===== src/rtl/fifo_stream_downsizer.sv =====
// Drains a first-word-fall-through FIFO and serializes each word into InWidth/OutWidth beats on a valid/ready stream.
// Define FIFO_STREAM_DOWNSIZER_MSB_FIRST_EN to emit the most significant slice first (default: least significant first).
//
// state | meaning
// IDLE  | no word held; pops as soon as the FIFO is non-empty
// SHIFT | word held in sh_reg; beats presented on the output stream
module fifo_stream_downsizer #(
  parameter int InWidth  = 32,
  parameter int OutWidth = 8
) (
  input  logic                clk,
  input  logic                rst,
  input  logic                fifoEmpty,
  input  logic [InWidth-1:0]  fifoReadData,
  output logic                fifoReadEn,
  output logic                outValid,
  output logic [OutWidth-1:0] outData,
  output logic                outLast,
  input  logic                outReady,
  output logic                busy
);

  localparam int Ratio = InWidth / OutWidth;
  localparam int CntW  = (Ratio > 1) ? $clog2(Ratio) : 1;
  localparam logic [CntW-1:0] LastCnt = CntW'(Ratio - 1);

  generate
    if ((InWidth % OutWidth) != 0 || (InWidth / OutWidth) < 2) begin : g_bad_width
      $error("fifo_stream_downsizer: InWidth must be a multiple of OutWidth with ratio >= 2");
    end
  endgenerate

  typedef enum logic {IDLE, SHIFT} state_t;

  state_t              state;
  state_t              state_next;
  logic [InWidth-1:0]  sh_reg;
  logic [InWidth-1:0]  sh_shifted;
  logic [CntW-1:0]     beat_cnt;
  logic                valid_q;
  logic                xfer;
  logic                at_last;
  logic                load;
  logic                advance;
  logic                drain;

  assign xfer    = valid_q && outReady;
  assign at_last = (beat_cnt == LastCnt);

`ifdef FIFO_STREAM_DOWNSIZER_MSB_FIRST_EN
  assign sh_shifted = {sh_reg[InWidth-OutWidth-1:0], {OutWidth{1'b0}}};
  assign outData    = sh_reg[InWidth-1 -: OutWidth];
`else
  assign sh_shifted = {{OutWidth{1'b0}}, sh_reg[InWidth-1:OutWidth]};
  assign outData    = sh_reg[OutWidth-1:0];
`endif

  assign outValid = valid_q;
  assign outLast  = at_last && valid_q;
  assign busy     = (state == SHIFT);

  always_comb begin
    state_next = state;
    fifoReadEn = 1'b0;
    load       = 1'b0;
    advance    = 1'b0;
    drain      = 1'b0;
    case (state)
      IDLE: begin
        if (!fifoEmpty) begin
          fifoReadEn = 1'b1;
          load       = 1'b1;
          state_next = SHIFT;
        end
      end
      SHIFT: begin
        if (xfer) begin
          if (!at_last) begin
            advance = 1'b1;
          end else if (!fifoEmpty) begin
            // last beat leaves while the next word is captured: no bubble
            fifoReadEn = 1'b1;
            load       = 1'b1;
          end else begin
            drain      = 1'b1;
            state_next = IDLE;
          end
        end
      end
      default: state_next = IDLE;
    endcase
    if (rst) begin
      fifoReadEn = 1'b0;
    end
  end

  always_ff @(posedge clk) begin
    if (rst) begin
      state    <= IDLE;
      sh_reg   <= '0;
      beat_cnt <= '0;
      valid_q  <= 1'b0;
    end else begin
      state <= state_next;
      if (load) begin
        sh_reg   <= fifoReadData;
        beat_cnt <= '0;
        valid_q  <= 1'b1;
      end else if (advance) begin
        sh_reg   <= sh_shifted;
        beat_cnt <= beat_cnt + CntW'(1);
      end else if (drain) begin
        // the final shift empties sh_reg, so outData idles at zero
        sh_reg   <= sh_shifted;
        beat_cnt <= '0;
        valid_q  <= 1'b0;
      end
    end
  end

endmodule


===== config.mk =====
export PLATFORM = sky130hd
export DESIGN_NAME = fifo_stream_downsizer
export DESIGN_NICKNAME = d
export VERILOG_FILES = /design/src/rtl/fifo_stream_downsizer.sv
export SDC_FILE = /design/constraint.sdc
export NUM_CORES = 1
export LEC_CHECK = 0
export CORE_MARGIN = 2
export CORE_UTILIZATION = 54
export CTS_BUF_LIST = sky130_fd_sc_hd__clkbuf_2
export DETAILED_ROUTE_END_ITERATION = 12
export GPL_ROUTABILITY_DRIVEN = 1
export GPL_TIMING_DRIVEN = 0
export PLACE_DENSITY_LB_ADDON = 0.2
export SYNTH_ARGS = -nofsm -noshare
export SYNTH_HDL_FRONTEND = slang
export SYNTH_SLANG_ARGS = --single-unit

===== constraint.sdc =====
create_clock -name clk -period 4.1 [get_ports clk]
set_clock_uncertainty 0.05 [all_clocks]
set_input_delay 0.82 -clock clk [delete_from_list [all_inputs] [get_ports clk]]
set_output_delay 0.82 -clock clk [all_outputs]
set_load 0.05 [all_outputs]

==> flow_summary.ini, run 1 <==
[outcome]
status = finished clean

[sta]
fin_hold_ws_ps = 455
hold_violations = 0
setup_tns_ps = 0
setup_ws_ps = 307
fin_crit_ps = 3790
worst_slew_pin_slew_ps = 709
maxSlewViolCount = 0
rsz0062_at_grt = false
finalSetupViolCount = 0
fin_crit_sh_pct = 92.5
fmaxAchievable_ghz = 0.264
relSlewSlack_pct = 52.7

[min_path]
hold_path_class = reg2reg
holdPathStages = 1

[route]
vias = 1564
avgViaCountPerCell = 5.45
firstDrtPassIters = 4
wl_per_cell_um = 14.0
drc = 0
drt_first_iter_violations = 80
drt-total-wl_mm = 4.01
ant_nets = 0

[clock_network]
cts_resized = 0
cts_setup_buffers = 0
clock_sinks = 36
root_buffer = clkbuf_2
clk_latency_ps = 360
cts_hold_buffers = 0
clkSlewWorstSetupHoldPaths_ps = 180
cts.path.max_buffers = 2
cts_tree = done
cts_made_buffers = 5
htree_levels = 2

[placement]
hpwl_mm = 3.05
post-place-ws_ps = 326
placed_area_mm2 = 0.00241
gp_congestion = 0.823
portBuffers = 46

[synthesis]
avgSynthCellArea_um2 = 10.1
synth_seq_area_share_pct = 38.1
syn-cell-area_mm2 = 0.00189
synth_cell_types = 31
synth_cells = 187
ys_seq_elements = 36
synth_nets = 225
ys.warnings.count = 0

[floorplan]
rows = 21
die_x_um = 63.2
die-area_mm2 = 0.00399
die_h_um = 63.2
start_util_pct = 56.7
io-pin-count = 48
core_mm2 = 0.00334

[layout]
largest_reg_flops = 32
post-route-util_pct = 73.3
final_layout_size_suffix_gt1_share_pct = 23.7
final_common_cell = nor3_1
syn2layout_area_growth_pct = 29.5
postLayoutCellArea_mm2 = 0.00245
nets = 278
fill_cells = 262
diodes = 0
layout_common_cells = nor3_1 (48), clkdlybuf4s50_1 (46), dfxtp_1 (36)

[setup_path]
cp-endpoint = fifoReadEn
crit_required_ps = 3230
crit_path_top_delay_cell = clkdlybuf4s50_1
worstSetupPathType = in2out
path_depth = 4
worstPathArrival_ps = 2920
r2r-end = sh_reg[16]
crit_chain = clkdlybuf4s50_1 > nand3_2 > a211oi_4 > clkdlybuf4s50_1
critical_path.top_delay_family = buffers and inverters
r2r_setup_slack_ps = 2330
cpPeakStageDelay_ps = 900
worstRegToRegCells = 5
crit_path_max_fanout = 9
cp_num_buf_inv = 2
startpoint = outReady
r2r_start = beat_cnt[0]
cp_common_cell = clkdlybuf4s50_1
crit_path_start_kind = input port
end_kind = output port

[grt]
grt_start_max_net_pins = 12
gr-total-overflow = 0
antenna_found_initial = 0
grt_pass1_vias = 1535
grt_pass1_wl_mm = 7.03
gr-usage-all-layers_pct = 21.8

[power]
ir_worst_vdd_v = 0.000245
p_leak_uw = 0.000948
cellPowerDensity_mw_per_mm2 = 304

[flow_run]
maxCapViolCount = 0
-- cells by family (layout without fill, tap and decap cells) --
| family | count (synthesis) | after routing | synth area share [%] |
|---|---|---|---|
| simple gates | 58 | 58 | 17.7 |
| buf+inv | 49 | 103 | 15.9 |
| flops | 36 | 36 | 38.1 |
| fa+ha+maj | 2 | 2 | 1.32 |
| compound gates | 42 | 42 | 26.9 |
-- synth_stat cells (all sizes together) --
cell type	number	share of area [%]
a22o	8	3.7
dfxtp	36	38
clkbuf	4	1.4
nand2	1	0.20
nand3b	1	0.40
a21oi	2	1.1
nand3	2	1.1
o21bai	1	0.40
ha	2	1.3
and3	1	0.33
o21ai	2	0.53
a21boi	1	0.40
buf	21	9.8
nor2	1	1.1
a211oi	3	1.9
inv	24	4.8
or3	1	0.33
a2111oi	24	18
nor2b	1	0.46
nor3	49	14
a41oi	1	0.46
and2	1	0.33
-- through the flow --
step,power [µW],cells
3_5_place_dp,600,279
5_1_grt,785,287
6_report,744,287
3_3_place_gp,595,279
4_1_cts,751,287
2_1_floorplan,531,187
-- worst min-delay path by stage --
stage | from | endpoint | slack [ps]
CTS | sh_reg[26] | sh_reg[26] | 460
finish | sh_reg[28] | sh_reg[28] | 460
global route | sh_reg[29] | sh_reg[29] | 480
global placement | sh_reg[28] | sh_reg[28] | 410
floorplan | sh_reg[24] | sh_reg[24] | 390
detailed placement | sh_reg[29] | sh_reg[29] | 410
-- worst register-to-register path, stage by stage (launching register included) --
cell and delay, ps:
dfxtp_1 410, ha_1 250, nand3_2 170, a21oi_4 310, buf_2 340, a2111oi_2 110
-- report_power, final --
| part | leakage (µW) | switching (µW) | internal [µW] |
|---|---|---|---|
| clock network | 0.0000302 | 113 | 38.3 |
| logic | 0.000620 | 101 | 96.9 |
| registers | 0.000297 | 16.3 | 378 |
| total | 0.000948 | 231 | 513 |
-- metal layers --
| metal | track usage (%) | vias to the layer above | part of all wire (%) |
|---|---|---|---|
| met3 | 4.82 | 4 | 5.1 |
| met2 | 37.0 | 52 | 51 |
| li1 | - | 783 | - |
| met4 | 7.34 | 0 | 0.75 |
| met5 | 0 | - | 0 |
| met1 | 27.5 | 725 | 43 |
-- cell type report --
type                            count  area (µm²)  area share (%)
Multi-Input combinational cell    102         868            35.5
Buffer                             25         211            8.64
Sequential cell                    36         721            29.4
Inverter                           24        90.1            3.68
Clock buffer                        5        25.0            1.02
Timing Repair Buffer               46         460            18.8
Tap cell                           46        57.6            2.35
Clock inverter                      3        13.8           0.562
Power figures use the tool's default switching activity.
==> inputs of run 2 (changes only) <==
--- a/config.mk
+++ b/config.mk
@@ -6,8 +6,7 @@
 export NUM_CORES = 1
 export LEC_CHECK = 0
 export CORE_MARGIN = 2
-export CORE_UTILIZATION = 54
-export CTS_BUF_LIST = sky130_fd_sc_hd__clkbuf_2
+export CORE_UTILIZATION = 52
 export DETAILED_ROUTE_END_ITERATION = 12
 export GPL_ROUTABILITY_DRIVEN = 1
 export GPL_TIMING_DRIVEN = 0
==> run 2 against run 1 <==
Against the previous run: count of clock-buffer cells in the layout rose by 1; sequential share of layout area fell by 0.090 points; worst setup slack improved by 14 ps; utilization fell by 1.5 points; flip-flop and latch count did not move; first-iteration DRC count fell by 19%; combinational power barely moved; critical endpoint unchanged; highest routed layer unchanged.
==> flow_summary.ini, run 2 (same netlist as run 1, synthesis figures left out) <==
[layout]
layout_common_cells = nor3_1 (48), clkdlybuf4s50_1 (46), dfxtp_1 (36)
regArea_um2 = 721
multi_input_area_um2 = 868
syn2layout_area_growth_pct = 29.8
fill_cells = 259
diodes = 0
final_common_cell = nor3_1
largest_reg_flops = 32
finalNonFillerCells = 286
nets = 278
final_layout_size_suffix_gt1_share_pct = 23.3

[setup_path]
crit_path_start_kind = input port
r2r-end = sh_reg[16]
crit_path_max_fanout = 9
cp_num_buf_inv = 2
crit_path_top_delay_cell = clkdlybuf4s50_1
end_kind = output port
r2r_setup_slack_ps = 2340
r2r_start = beat_cnt[0]
worstRegToRegCells = 5
worstPathArrival_ps = 2910
crit_required_ps = 3230
cpPeakStageDelay_ps = 890
worstSetupPathType = in2out
crit_chain = clkdlybuf4s50_1 > nand3_2 > a211oi_4 > clkdlybuf4s50_1
cp_common_cell = clkdlybuf4s50_1
critical_path.top_delay_family = buffers and inverters

[sta]
rsz0062_at_grt = false
fin_crit_ps = 3780
maxSlewViolCount = 0
fmaxAchievable_ghz = 0.265
hold_violations = 0
finalSetupViolCount = 0
setup_tns_ps = 0
fin_crit_sh_pct = 92.2
relSlewSlack_pct = 52.9
worst_slew_pin_slew_ps = 707

[floorplan]
start_util_pct = 55.3
io-pin-count = 48
die_x_um = 64.3
die_h_um = 64.3
die-area_mm2 = 0.00413
core_mm2 = 0.00342
rows = 21

[route]
avgViaCountPerCell = 5.34
drt_first_iter_violations = 65
met1Wirelength_mm = 1.87
vias = 1527
dr_wl_met2_mm = 1.77
ant_nets = 0
drc = 0
firstDrtPassIters = 4
drt-total-wl_mm = 3.87
routed.top_layer = met4
dr_wl_met3_um = 167
wl_per_cell_um = 13.5

[grt]
grt_pass1_vias = 1494
grt_pass1_wl_mm = 6.58
grt_start_max_net_pins = 11
gr-usage-all-layers_pct = 20.1
antenna_found_initial = 0
gr-total-overflow = 0

[clock_network]
clock_sinks = 36
cts_made_buffers = 5
cts_hold_buffers = 0
cts_setup_buffers = 0
cts_tree = done
cts_resized = 0
cts.path.max_buffers = 2
clkSlewWorstSetupHoldPaths_ps = 100
clk_latency_ps = 340
root_buffer = clkbuf_4
htree_levels = 2

[flow_run]
maxCapViolCount = 0

[min_path]
holdPathStages = 1
hp-start = sh_reg[25]
hold_end = sh_reg[25]
hold_path_class = reg2reg

[outcome]
status = finished clean

[power]
p_leak_uw = 0.000946
cellPowerDensity_mw_per_mm2 = 313
ir_worst_vdd_v = 0.000209

[placement]
gp_congestion = 0.788
portBuffers = 46
hpwl_mm = 2.86
place_inst = 279
[run 2: cell types whose count changed in the layout (fill, tap and decap cells not counted), sizes merged]
cell,previous run,this run
clkinv,3,1
clkbuf,9,10
[run 2: worst reg2reg max path: stages (launching register included)]
cell and delay, ps:
dfxtp_1 390, ha_1 260, nand3_2 180, a21oi_4 310, buf_2 340, a2111oi_2 120
[run 2: final cells by class]
type,instances,share of cell area (%)
Clock inverter,1,0.204
Timing Repair Buffer,46,18.8
Sequential cell,36,29.4
Tap cell,46,2.34
Inverter,24,3.67
Multi-Input combinational cell,102,35.4
Buffer,25,8.61
Clock buffer,6,1.68
[run 2: power breakdown]
part | switching, µW | internal (µW) | leakage (µW)
clock network | 113 | 63.2 | 0.0000281
registers | 16.0 | 377 | 0.000297
logic | 101 | 96.8 | 0.000620
[run 2: stage by stage]
step	utilization [%]	worst slack, ps	total power [µW]	hold slack [ps]	cell area (µm²)
global route	71.9	248	805	459	2450
floorplan	-	1540	531	394	1890
finish	71.9	320	767	438	2450
global placement	70.5	337	596	411	2410
CTS	71.9	327	772	439	2450
detailed placement	70.5	332	600	408	2410
[run 2: metal layers]
| metal | GRT usage (%) | up-vias |
|---|---|---|
| met5 | 0 | - |
| met4 | 10.1 | 0 |
| met3 | 3.70 | 7 |
| met2 | 31.6 | 39 |
| met1 | 26.2 | 695 |
| li1 | - | 786 |
[run 2: worst max-delay path by stage]
| stage | startpoint | end | slack [ps] | cells after the start |
|---|---|---|---|---|
| global route | rst | fifoReadEn | 250 | 4 |
| global placement | rst | fifoReadEn | 340 | 4 |
| finish | outReady | fifoReadEn | 320 | 4 |
| detailed placement | outReady | fifoReadEn | 330 | 4 |
| CTS | outReady | fifoReadEn | 330 | 4 |
| floorplan | outReady | fifoReadEn | 1540 | 2 |
